==> src/rtl/gpu2d_bg_tile_row_reader_if.sv <==
// ---------------------------------------------------------------------------
// gpu2d_bg_tile_row_reader_if
//   Bundles every signal of the BG tile-row reader except clock and reset:
//   request handshake (line fetcher side), RAM read port, pixel stream
//   (palette lookup side) and the busy flag.
//   Modports:
//     slave  - the row reader itself
//     master - its environment (requester, RAM, pixel consumer)
//   Signals:
//     io_req_valid/ready/addr/xFlip  tile-row request handshake
//     io_rdEn/io_rdAddr/io_rdData    RAM read port (1-cycle registered read)
//     io_pix_valid/ready/colIdx/idx/last  pixel stream
//     io_busy                        reader not idle
// ---------------------------------------------------------------------------
interface gpu2d_bg_tile_row_reader_if #(
  parameter int ADDR_WIDTH    = 12,
  parameter int COL_IDX_WIDTH = 6,
  parameter int ROW_PIXELS    = 16
);
  localparam int ROW_W = ROW_PIXELS * COL_IDX_WIDTH;
  localparam int IDX_W = $clog2(ROW_PIXELS);

  logic                     io_req_valid;
  logic                     io_req_ready;
  logic [ADDR_WIDTH-1:0]    io_req_addr;
  logic                     io_req_xFlip;

  logic                     io_rdEn;
  logic [ADDR_WIDTH-1:0]    io_rdAddr;
  logic [ROW_W-1:0]         io_rdData;

  logic                     io_pix_valid;
  logic                     io_pix_ready;
  logic [COL_IDX_WIDTH-1:0] io_pix_colIdx;
  logic [IDX_W-1:0]         io_pix_idx;
  logic                     io_pix_last;

  logic                     io_busy;

  modport slave (
    input  io_req_valid, io_req_addr, io_req_xFlip, io_rdData, io_pix_ready,
    output io_req_ready, io_rdEn, io_rdAddr,
    output io_pix_valid, io_pix_colIdx, io_pix_idx, io_pix_last, io_busy
  );

  modport master (
    output io_req_valid, io_req_addr, io_req_xFlip, io_rdData, io_pix_ready,
    input  io_req_ready, io_rdEn, io_rdAddr,
    input  io_pix_valid, io_pix_colIdx, io_pix_idx, io_pix_last, io_busy
  );
endinterface

==> src/rtl/gpu2d_bg_tile_row_reader.sv <==
// ---------------------------------------------------------------------------
// gpu2d_bg_tile_row_reader
//   Accepts one tile-row request, reads that row from the BG tile RAM
//   (1-cycle registered read), captures the packed ROW_PIXELS x colIdx row
//   and streams it out pixel by pixel with valid/ready backpressure,
//   optionally in reverse element order (horizontal flip).
//   Ports:
//     clk    clock, everything on posedge
//     reset  synchronous, active-high
//     bus    gpu2d_bg_tile_row_reader_if.slave (request, RAM read, pixels)
//   Sequence: IDLE (accept, RAM read issued) -> WAIT (capture row)
//             -> EMIT (ROW_PIXELS handshakes) -> IDLE.
// ---------------------------------------------------------------------------
module gpu2d_bg_tile_row_reader #(
  parameter int ADDR_WIDTH    = 12,
  parameter int COL_IDX_WIDTH = 6,
  parameter int ROW_PIXELS    = 16
) (
  input  logic clk,
  input  logic reset,
  gpu2d_bg_tile_row_reader_if.slave bus
);

  localparam int ROW_W = ROW_PIXELS * COL_IDX_WIDTH;
  localparam int CTR_W = $clog2(ROW_PIXELS);
  localparam logic [CTR_W-1:0] LAST_IDX = CTR_W'(ROW_PIXELS - 1);

  typedef enum logic [1:0] {
    S_IDLE = 2'd0,
    S_WAIT = 2'd1,
    S_EMIT = 2'd2
  } state_e;

  state_e                state_q,   state_d;
  logic [CTR_W-1:0]      ctr_q,     ctr_d;
  logic [ROW_W-1:0]      buf_q,     buf_d;
  logic                  flip_q,    flip_d;
  logic [ADDR_WIDTH-1:0] rd_addr_q, rd_addr_d;

  logic             req_ready;
  logic             accept;
  logic             pix_valid;
  logic             pix_last;
  logic             pix_fire;
  logic [CTR_W-1:0] elem;

  // Handshake qualifiers are gated by reset so nothing is offered or
  // accepted in the cycle reset is being applied.
  assign req_ready = (state_q == S_IDLE) && !reset;
  assign accept    = bus.io_req_valid && req_ready;
  assign pix_valid = (state_q == S_EMIT) && !reset;
  assign pix_last  = (ctr_q == LAST_IDX);
  assign pix_fire  = pix_valid && bus.io_pix_ready;

  // Flip maps screen position ctr to element ROW_PIXELS-1-ctr.
  assign elem = flip_q ? (LAST_IDX - ctr_q) : ctr_q;

  // The RAM address is driven in the accept cycle itself so the registered
  // read returns data in WAIT; otherwise it holds the last accepted row.
  assign bus.io_req_ready  = req_ready;
  assign bus.io_rdEn       = accept;
  assign bus.io_rdAddr     = accept ? bus.io_req_addr : rd_addr_q;
  assign bus.io_pix_valid  = pix_valid;
  assign bus.io_pix_colIdx = pix_valid ? buf_q[elem*COL_IDX_WIDTH +: COL_IDX_WIDTH] : '0;
  assign bus.io_pix_idx    = pix_valid ? ctr_q : '0;
  assign bus.io_pix_last   = pix_valid && pix_last;
  assign bus.io_busy       = (state_q != S_IDLE);

  always_comb begin
    // NOTE: every _d gets a hold default first so no path through the case
    // leaves it unassigned, which would otherwise infer a latch.
    state_d   = state_q;
    ctr_d     = ctr_q;
    buf_d     = buf_q;
    flip_d    = flip_q;
    rd_addr_d = rd_addr_q;

    unique case (state_q)
      S_IDLE: begin
        if (accept) begin
          flip_d    = bus.io_req_xFlip;
          rd_addr_d = bus.io_req_addr;
          state_d   = S_WAIT;
        end
      end
      S_WAIT: begin
        // Whatever the RAM shows now is the row; no retry.
        buf_d   = bus.io_rdData;
        ctr_d   = '0;
        state_d = S_EMIT;
      end
      S_EMIT: begin
        if (pix_fire) begin
          if (pix_last) begin
            ctr_d   = '0;
            state_d = S_IDLE;
          end else begin
            ctr_d = ctr_q + 1'b1;
          end
        end
      end
      default: state_d = S_IDLE;
    endcase
  end

  always_ff @(posedge clk) begin
    if (reset) begin
      // NOTE: buf_q is a plain register row, not a RAM macro, so clearing it
      // on reset is cheap and keeps a discarded row from leaking out.
      state_q   <= S_IDLE;
      ctr_q     <= '0;
      buf_q     <= '0;
      flip_q    <= 1'b0;
      rd_addr_q <= '0;
    end else begin
      // NOTE: non-blocking assignments so every flop samples the values
      // computed before this edge, independent of statement order.
      state_q   <= state_d;
      ctr_q     <= ctr_d;
      buf_q     <= buf_d;
      flip_q    <= flip_d;
      rd_addr_q <= rd_addr_d;
    end
  end

endmodule

==> src/flat_wrapper.sv <==
// flat-port wrapper written by rule: the top's interface ports become plain ports
module gpu2d_bg_tile_row_reader_flat 
#(
  parameter int ADDR_WIDTH    = 12,
  parameter int COL_IDX_WIDTH = 6,
  parameter int ROW_PIXELS    = 16
)
  (clk, reset, bus_io_req_valid, bus_io_req_addr, bus_io_req_xFlip, bus_io_rdData, bus_io_pix_ready, bus_io_req_ready, bus_io_rdEn, bus_io_rdAddr, bus_io_pix_valid, bus_io_pix_colIdx, bus_io_pix_idx, bus_io_pix_last, bus_io_busy);
  gpu2d_bg_tile_row_reader_if #(.ADDR_WIDTH(ADDR_WIDTH), .COL_IDX_WIDTH(COL_IDX_WIDTH), .ROW_PIXELS(ROW_PIXELS)) bus_i ();
  input  logic clk;
  input  logic reset;
  input wire logic [$bits(bus_i.io_req_valid)-1:0] bus_io_req_valid;
  input wire logic [$bits(bus_i.io_req_addr)-1:0] bus_io_req_addr;
  input wire logic [$bits(bus_i.io_req_xFlip)-1:0] bus_io_req_xFlip;
  input wire logic [$bits(bus_i.io_rdData)-1:0] bus_io_rdData;
  input wire logic [$bits(bus_i.io_pix_ready)-1:0] bus_io_pix_ready;
  output wire logic [$bits(bus_i.io_req_ready)-1:0] bus_io_req_ready;
  output wire logic [$bits(bus_i.io_rdEn)-1:0] bus_io_rdEn;
  output wire logic [$bits(bus_i.io_rdAddr)-1:0] bus_io_rdAddr;
  output wire logic [$bits(bus_i.io_pix_valid)-1:0] bus_io_pix_valid;
  output wire logic [$bits(bus_i.io_pix_colIdx)-1:0] bus_io_pix_colIdx;
  output wire logic [$bits(bus_i.io_pix_idx)-1:0] bus_io_pix_idx;
  output wire logic [$bits(bus_i.io_pix_last)-1:0] bus_io_pix_last;
  output wire logic [$bits(bus_i.io_busy)-1:0] bus_io_busy;
  assign bus_i.io_req_valid = bus_io_req_valid;
  assign bus_i.io_req_addr = bus_io_req_addr;
  assign bus_i.io_req_xFlip = bus_io_req_xFlip;
  assign bus_i.io_rdData = bus_io_rdData;
  assign bus_i.io_pix_ready = bus_io_pix_ready;
  assign bus_io_req_ready = bus_i.io_req_ready;
  assign bus_io_rdEn = bus_i.io_rdEn;
  assign bus_io_rdAddr = bus_i.io_rdAddr;
  assign bus_io_pix_valid = bus_i.io_pix_valid;
  assign bus_io_pix_colIdx = bus_i.io_pix_colIdx;
  assign bus_io_pix_idx = bus_i.io_pix_idx;
  assign bus_io_pix_last = bus_i.io_pix_last;
  assign bus_io_busy = bus_i.io_busy;
  gpu2d_bg_tile_row_reader #(.ADDR_WIDTH(ADDR_WIDTH), .COL_IDX_WIDTH(COL_IDX_WIDTH), .ROW_PIXELS(ROW_PIXELS)) u_core (.clk(clk), .reset(reset), .bus(bus_i));
endmodule
==> config.mk <==
export PLATFORM = sky130hd
export DESIGN_NAME = gpu2d_bg_tile_row_reader_flat
export DESIGN_NICKNAME = d
export VERILOG_FILES = /design/src/rtl/gpu2d_bg_tile_row_reader_if.sv /design/src/rtl/gpu2d_bg_tile_row_reader.sv /design/src/flat_wrapper.sv
export SDC_FILE = /design/constraint.sdc
export NUM_CORES = 1
export LEC_CHECK = 0
export ABC_AREA = 1
export CORE_ASPECT_RATIO = 0.6
export CORE_MARGIN = 2
export CORE_UTILIZATION = 52
export DETAILED_ROUTE_END_ITERATION = 10
export PLACE_DENSITY = 0.83
export SYNTH_ARGS = -nofsm -noshare
export SYNTH_HDL_FRONTEND = slang
export SYNTH_SLANG_ARGS = --single-unit
==> constraint.sdc <==
create_clock -name clk -period 2.8 [get_ports clk]
set_input_delay 0.56 -clock clk [delete_from_list [all_inputs] [get_ports clk]]
set_output_delay 0.56 -clock clk [all_outputs]
set_load 0.05 [all_outputs]
# == Yosys cells after proc, flatten, opt, wreduce, memory -nomap -nowiden ==
# Cells that the tools add are included.
# totals
word_cells,38
reg_bits,115
out_inout_bits,27
in_bits,113
# classes
n_reduce_logical,12
muxes,11
n_addsub,2
n_shift,1
eq_ne,6
multipliers,1
# ops
cell,n
96-bit by 8-bit variable part select with 6-bit output,1
4-bit 2-to-1 mux,4
12-bit 2-to-1 mux,1
4-bit case mux with 2 select lines,1
4-bit by 2-bit multiplier with 6-bit output (second input constant),1
2-bit 2-to-1 mux,3
6-bit 2-to-1 mux,1
2-bit case mux with 3 select lines,1
1-bit logical AND,5
4-bit by 1-bit adder with 4-bit output (second input constant),1
4-bit == test (second input constant),1
2-bit by 1-bit inequality test with 1-bit output (second input constant),2
2-bit AND reduction,2
2-bit nonzero test,2
4-bit subtractor (first input constant),1
3-bit AND reduction,1
2-bit by 1-bit == test with 1-bit output (second input constant),1
2-bit == test (second input constant),1
2-bit zero test,1
2-bit inequality test (second input constant),1
1-bit zero test,1

# == Logic depth before layout (Yosys ltp) ==
# Gate-level depths: netlist of run 1.
# depth
ltp_word,5
mapped_depth,11

# == Least setup slack after synthesis of run 1 ==
# Ideal clock, no wire load.
# synth_timing
kind,register to output
from,register u_core.state_q[0]
to,output port bus_io_rdAddr[0]
path_slack_ps,-19
n_path_buf,1
path_stages_with_launch,10
arrival_ps,2259
cell_sequence,dfxtp_1 nor2_1 inv_1 nor2_2 nand2_2 inv_2 buf_2 or2_1 o21ai_1 inv_1
# synth_between
elab_chain_cells,4
# synth_rtl
element,line,text
"start, declared",gpu2d_bg_tile_row_reader.sv:34,"state_e state_q, state_d;"
"start signal, assigned",gpu2d_bg_tile_row_reader.sv:118,state_q <= state_d;
2-bit zero test,gpu2d_bg_tile_row_reader.sv:49,assign req_ready = (state_q == S_IDLE) && !reset;
1-bit logical AND,gpu2d_bg_tile_row_reader.sv:49,
named net bus_io_req_ready,flat_wrapper.sv:17,output wire logic [$bits(bus_i.io_req_ready)-1:0] bus_io_req_ready;
1-bit logical AND,gpu2d_bg_tile_row_reader.sv:50,assign accept = bus.io_req_valid && req_ready;
named net bus_io_rdEn,flat_wrapper.sv:18,output wire logic [$bits(bus_i.io_rdEn)-1:0] bus_io_rdEn;
12-bit 2-to-1 mux,--,
"end, declared",flat_wrapper.sv:19,output wire logic [$bits(bus_i.io_rdAddr)-1:0] bus_io_rdAddr;
# The timed path passes the listed nets, and every way through them passes these cells.

# == Worst setup path in the final report of run 1 ==
# layout_timing
from,register u_core.flip_q
to,output port bus_io_pix_colIdx[0]
# layout_between
elab_chain_cells,4
# layout_rtl
element,line,text
"start, declared",gpu2d_bg_tile_row_reader.sv:37,"logic flip_q, flip_d;"
"start signal, assigned",gpu2d_bg_tile_row_reader.sv:121,flip_q <= flip_d;
4-bit 2-to-1 mux,gpu2d_bg_tile_row_reader.sv:56,assign elem = flip_q ? (LAST_IDX - ctr_q) : ctr_q;
4-bit by 2-bit multiplier with 6-bit output,gpu2d_bg_tile_row_reader.sv:64,assign bus.io_pix_colIdx = pix_valid ? buf_q[elem*COL_IDX_WIDTH +: COL_IDX_WIDTH] : '0;
96-bit by 8-bit variable part select with 6-bit output,gpu2d_bg_tile_row_reader.sv:64,
6-bit 2-to-1 mux,gpu2d_bg_tile_row_reader.sv:64,
"end, declared",flat_wrapper.sv:21,output wire logic [$bits(bus_i.io_pix_colIdx)-1:0] bus_io_pix_colIdx;
# No other way between the ends.

==> flow_summary_export.csv, run 1 <==
group,metric,value,unit
status,status,"finished clean",
sta,tightest_slew,0.7789,ns
setup_path,cp_data_arrival_time,2.13,ns
die,std_cell_rows,28,
yosys,synthArstFlopShare,0,%
sta,skew,0.004616,ns
sta,hold_viol,0,
global_routing,track_usage,29.23,%
routing,via_per_inst,5.302,
routing,via_count,5551,
setup_path,cp-end-kind,"output port",
power,p_total,4.880,mW
power,pwr-share-comb,21.5,%
yosys,ys_seq_area_share,44.14,%
yosys,synth.distinct_cells,24,
placed_design,place_area,0.006797,mm²
sta,setup_viol,0,
global_routing,overflow,0,
yosys,syn_area,0.005216,mm²
clock_network,tritoncts,"yes",
cells_and_area,diodes,0,
sta,report.final.slew_viol_count,0,
power,clockPowerShare,40.7,%
cells_and_area,nFillCells,742,
hold_path,min_path_type,"flop to flop",
power,power.internal,3.456,mW
global_routing,antenna_found_initial,0,
placed_design,post-dp-hpwl,10.61,mm
power,switching_power,1.424,mW
clock_network,clock_latency,0.41,ns
global_routing,grt_max_degree,99,
sta,max_slew_margin,48.07,%
yosys,synth_warnings,0,
clock_network,cts_buffers,17,
clock_network,ctsHoldBuffers,0,
yosys,syn_inst,773,
routing,ant_nets,0,
sta,fin_crit,2.692,ns
power,powerDensity,657.8,mW/mm²
placed_design,portBuffers,139,
cells_and_area,final_area,0.007418,mm²
cells_and_area,drive_gt1_share,11.29,%
routing,wl_per_cell,14.81,µm
routing,wl_met3,1.403,mm
die,die_area,0.01087,mm²
die,core-area,0.009809,mm²
sta,finalCritPeriodShare,96.15,%
die,fp.dieH,81.58,µm
clock_network,htreeDepth,4,
die,ioPinCount,140,
clock_network,cts-root-buf,"clkbuf_16",
yosys,syn_nets,887,
clock_network,cts_sinks,115,
power,pwr-share-seq,37.8,%
clock_network,clk_path_buf_depth,2,
yosys,synth_seq_cells,115,
power,ir_worst_vdd,0.5249,mV
global_routing,grt_pass1_wl,25.00,mm
yosys,avgSynthCellArea,6.748,µm²
setup_path,crit_path_max_fanout,21,
cells_and_area,area_growth,42.22,%
sta,layout_setup_ws,0.1078,ns
routing,wl_met1,7.039,mm
yosys,synth-edff-count,0,
job,drv_cap,0,
routing,dr_wl_met2,6.782,mm
sta,grt_setup_unrepaired,"no",
setup_path,worstSetupPathType,"flop to output port",
setup_path,crit_required,2.24,ns
global_routing,grt_pass1_vias,5182,
setup_path,start_kind,"flop",
placed_design,pre_cts_ws,0.1071,ns
routing,drt-total-wl,15.51,mm
placed_design,gp_congestion,0.8364,
sta,max_freq,0.3714,GHz
routing,dr.pass1.iters,5,
routing,top_layer,"met4",
sta,setup_tns,0,ns
cells_and_area,stdcell_count,1047,
clock_network,clk_transition_reported_paths,0.05,ns
placed_design,dp_cells,1014,
routing,drc_errors,0,
cells_and_area,nets,1014,
die,start_util,53.18,%
power,swShare,29.18,%
die,die_w,133.3,µm
power,p_leak,3.033,nW
routing,drt_iter0_drc,398,
yosys,ys.flop_type,"dfxtp_1",
placed cells by master, fill, tap and decap left out, drive strengths merged:
cell / synthesis / layout
a21oi: 8 / 8
clkinv: 0 / 7
a211oi: 1 / 1
clkdlybuf4s50: 0 / 113
buf: 25 / 44
nand3: 91 / 91
clkinvlp: 0 / 3
or2: 12 / 12
nand2: 113 / 113
xnor2: 2 / 2
o21ai: 112 / 112
dfxtp: 115 / 115
clkbuf: 25 / 21
nor3: 4 / 4
inv: 28 / 28
ha: 1 / 1
bufinv: 0 / 1
nor2: 236 / 236
critical path, stage by stage (launching register included):
cell	delay [ns]
dfxtp_2	0.38
inv_4	0.12
nand2_8	0.11
nand2_2	0.14
clkbuf_16	0.21
nand2_1	0.06
nand3_1	0.13
nand3_1	0.09
nand3_1	0.10
nand2_1	0.07
nor2_2	0.14
buf_12	0.16
registers in the layout, summed over array words and instances, names as in the netlist:
name              flops
u_core.rd_addr_q     12
u_core.buf_q         96
u_core.ctr_q          4
u_core.flip_q         1
u_core.state_q        2
final timing paths:
| kind | from | endpoint | slack, ns | cells after the start |
|---|---|---|---|---|
| worst min register to register | u_core.buf_q[77] | u_core.buf_q[77] | 0.48 | 2 |
| worst min-delay path | u_core.buf_q[77] | u_core.buf_q[77] | 0.48 | 2 |
| worst max register to register | u_core.state_q[0] | u_core.buf_q[26] | 1.00 | 5 |
| worst max-delay path | u_core.flip_q | bus_io_pix_colIdx[0] | 0.11 | 11 |
power groups by stage:
stage / registers [mW] / clock network (mW) / logic, mW
2_1_floorplan: 1.85 / 0 / 0.645
3_3_place_gp: 1.87 / 0 / 0.976
3_5_place_dp: 1.87 / 0 / 1.00
4_1_cts: 1.84 / 2.00 / 1.02
5_1_grt: 1.86 / 2.08 / 1.15
6_report: 1.85 / 1.99 / 1.05
area by class of cell:
type | instances | area (µm²) | area share (%)
repair buffers | 158 | 1703 | 22.95
clock buffers | 20 | 456.7 | 6.156
well taps | 135 | 168.9 | 2.277
clock inverters | 11 | 87.58 | 1.181
inverters | 28 | 112.6 | 1.518
multi-input cells | 580 | 2585 | 34.85
flip-flops and latches | 115 | 2305 | 31.07
cell usage after synthesis (2+ instances only):
library cell,n,area [µm²]
o21ai_0,102,510.5
inv_2,6,22.52
nand3_1,91,455.4
nand2_2,7,43.79
dfxtp_1,115,2302
nor3_1,3,15.01
nand2_1,105,394.1
nor2_1,235,882.1
buf_6,5,56.30
buf_4,4,30.03
a21oi_1,8,40.04
xnor2_1,2,17.52
clkbuf_1,25,93.84
o21ai_1,9,45.04
or2_1,9,56.30
or2_2,3,18.77
buf_2,16,80.08
inv_1,22,82.58
cells by family after synthesis:
logic type	Yosys count	synth area share (%)
AND/OR/NAND/NOR	456	36.41
AO/OA/AOI/OAI	121	11.87
flip-flops	115	44.14
buffers and inverters	78	7.004
XOR/XNOR	2	0.3359
adder cells (fa/ha/maj)	1	0.2398
per-layer routing:
layer,up-vias,GRT usage (%)
li1,2744,-
met1,2511,38.44
met2,264,47.11
met3,32,7.407
met4,0,10.96
met5,-,0
stage by stage:
stage / hold WS, ns / utilization [%]
finish: 0.4815 / 75.63
global route: 0.5000 / 75.63
CTS: 0.4857 / 74.97
detailed placement: 0.4724 / 69.29
global placement: 0.4666 / 69.29
floorplan: 0.4554 / -
timing repair:
action,4_1_cts,5_1_grt
buffers inserted,0,1
resized for setup,6,8
setup endpoints to repair,6,6
pin swaps,0,1
gates cloned,0,1
endpoints found under the hold margin,0,0
Power figures use the tool's default switching activity.
==> inputs of run 2 (changes only) <==
--- a/config.mk
+++ b/config.mk
@@ -9,6 +9,7 @@
 export CORE_ASPECT_RATIO = 0.6
 export CORE_MARGIN = 2
 export CORE_UTILIZATION = 52
+export CTS_CLUSTER_SIZE = 40
 export DETAILED_ROUTE_END_ITERATION = 10
 export PLACE_DENSITY = 0.83
 export SYNTH_ARGS = -nofsm -noshare
==> results of run 2 <==
No change in the layout: final DEF, timing and power equal those of run 1.
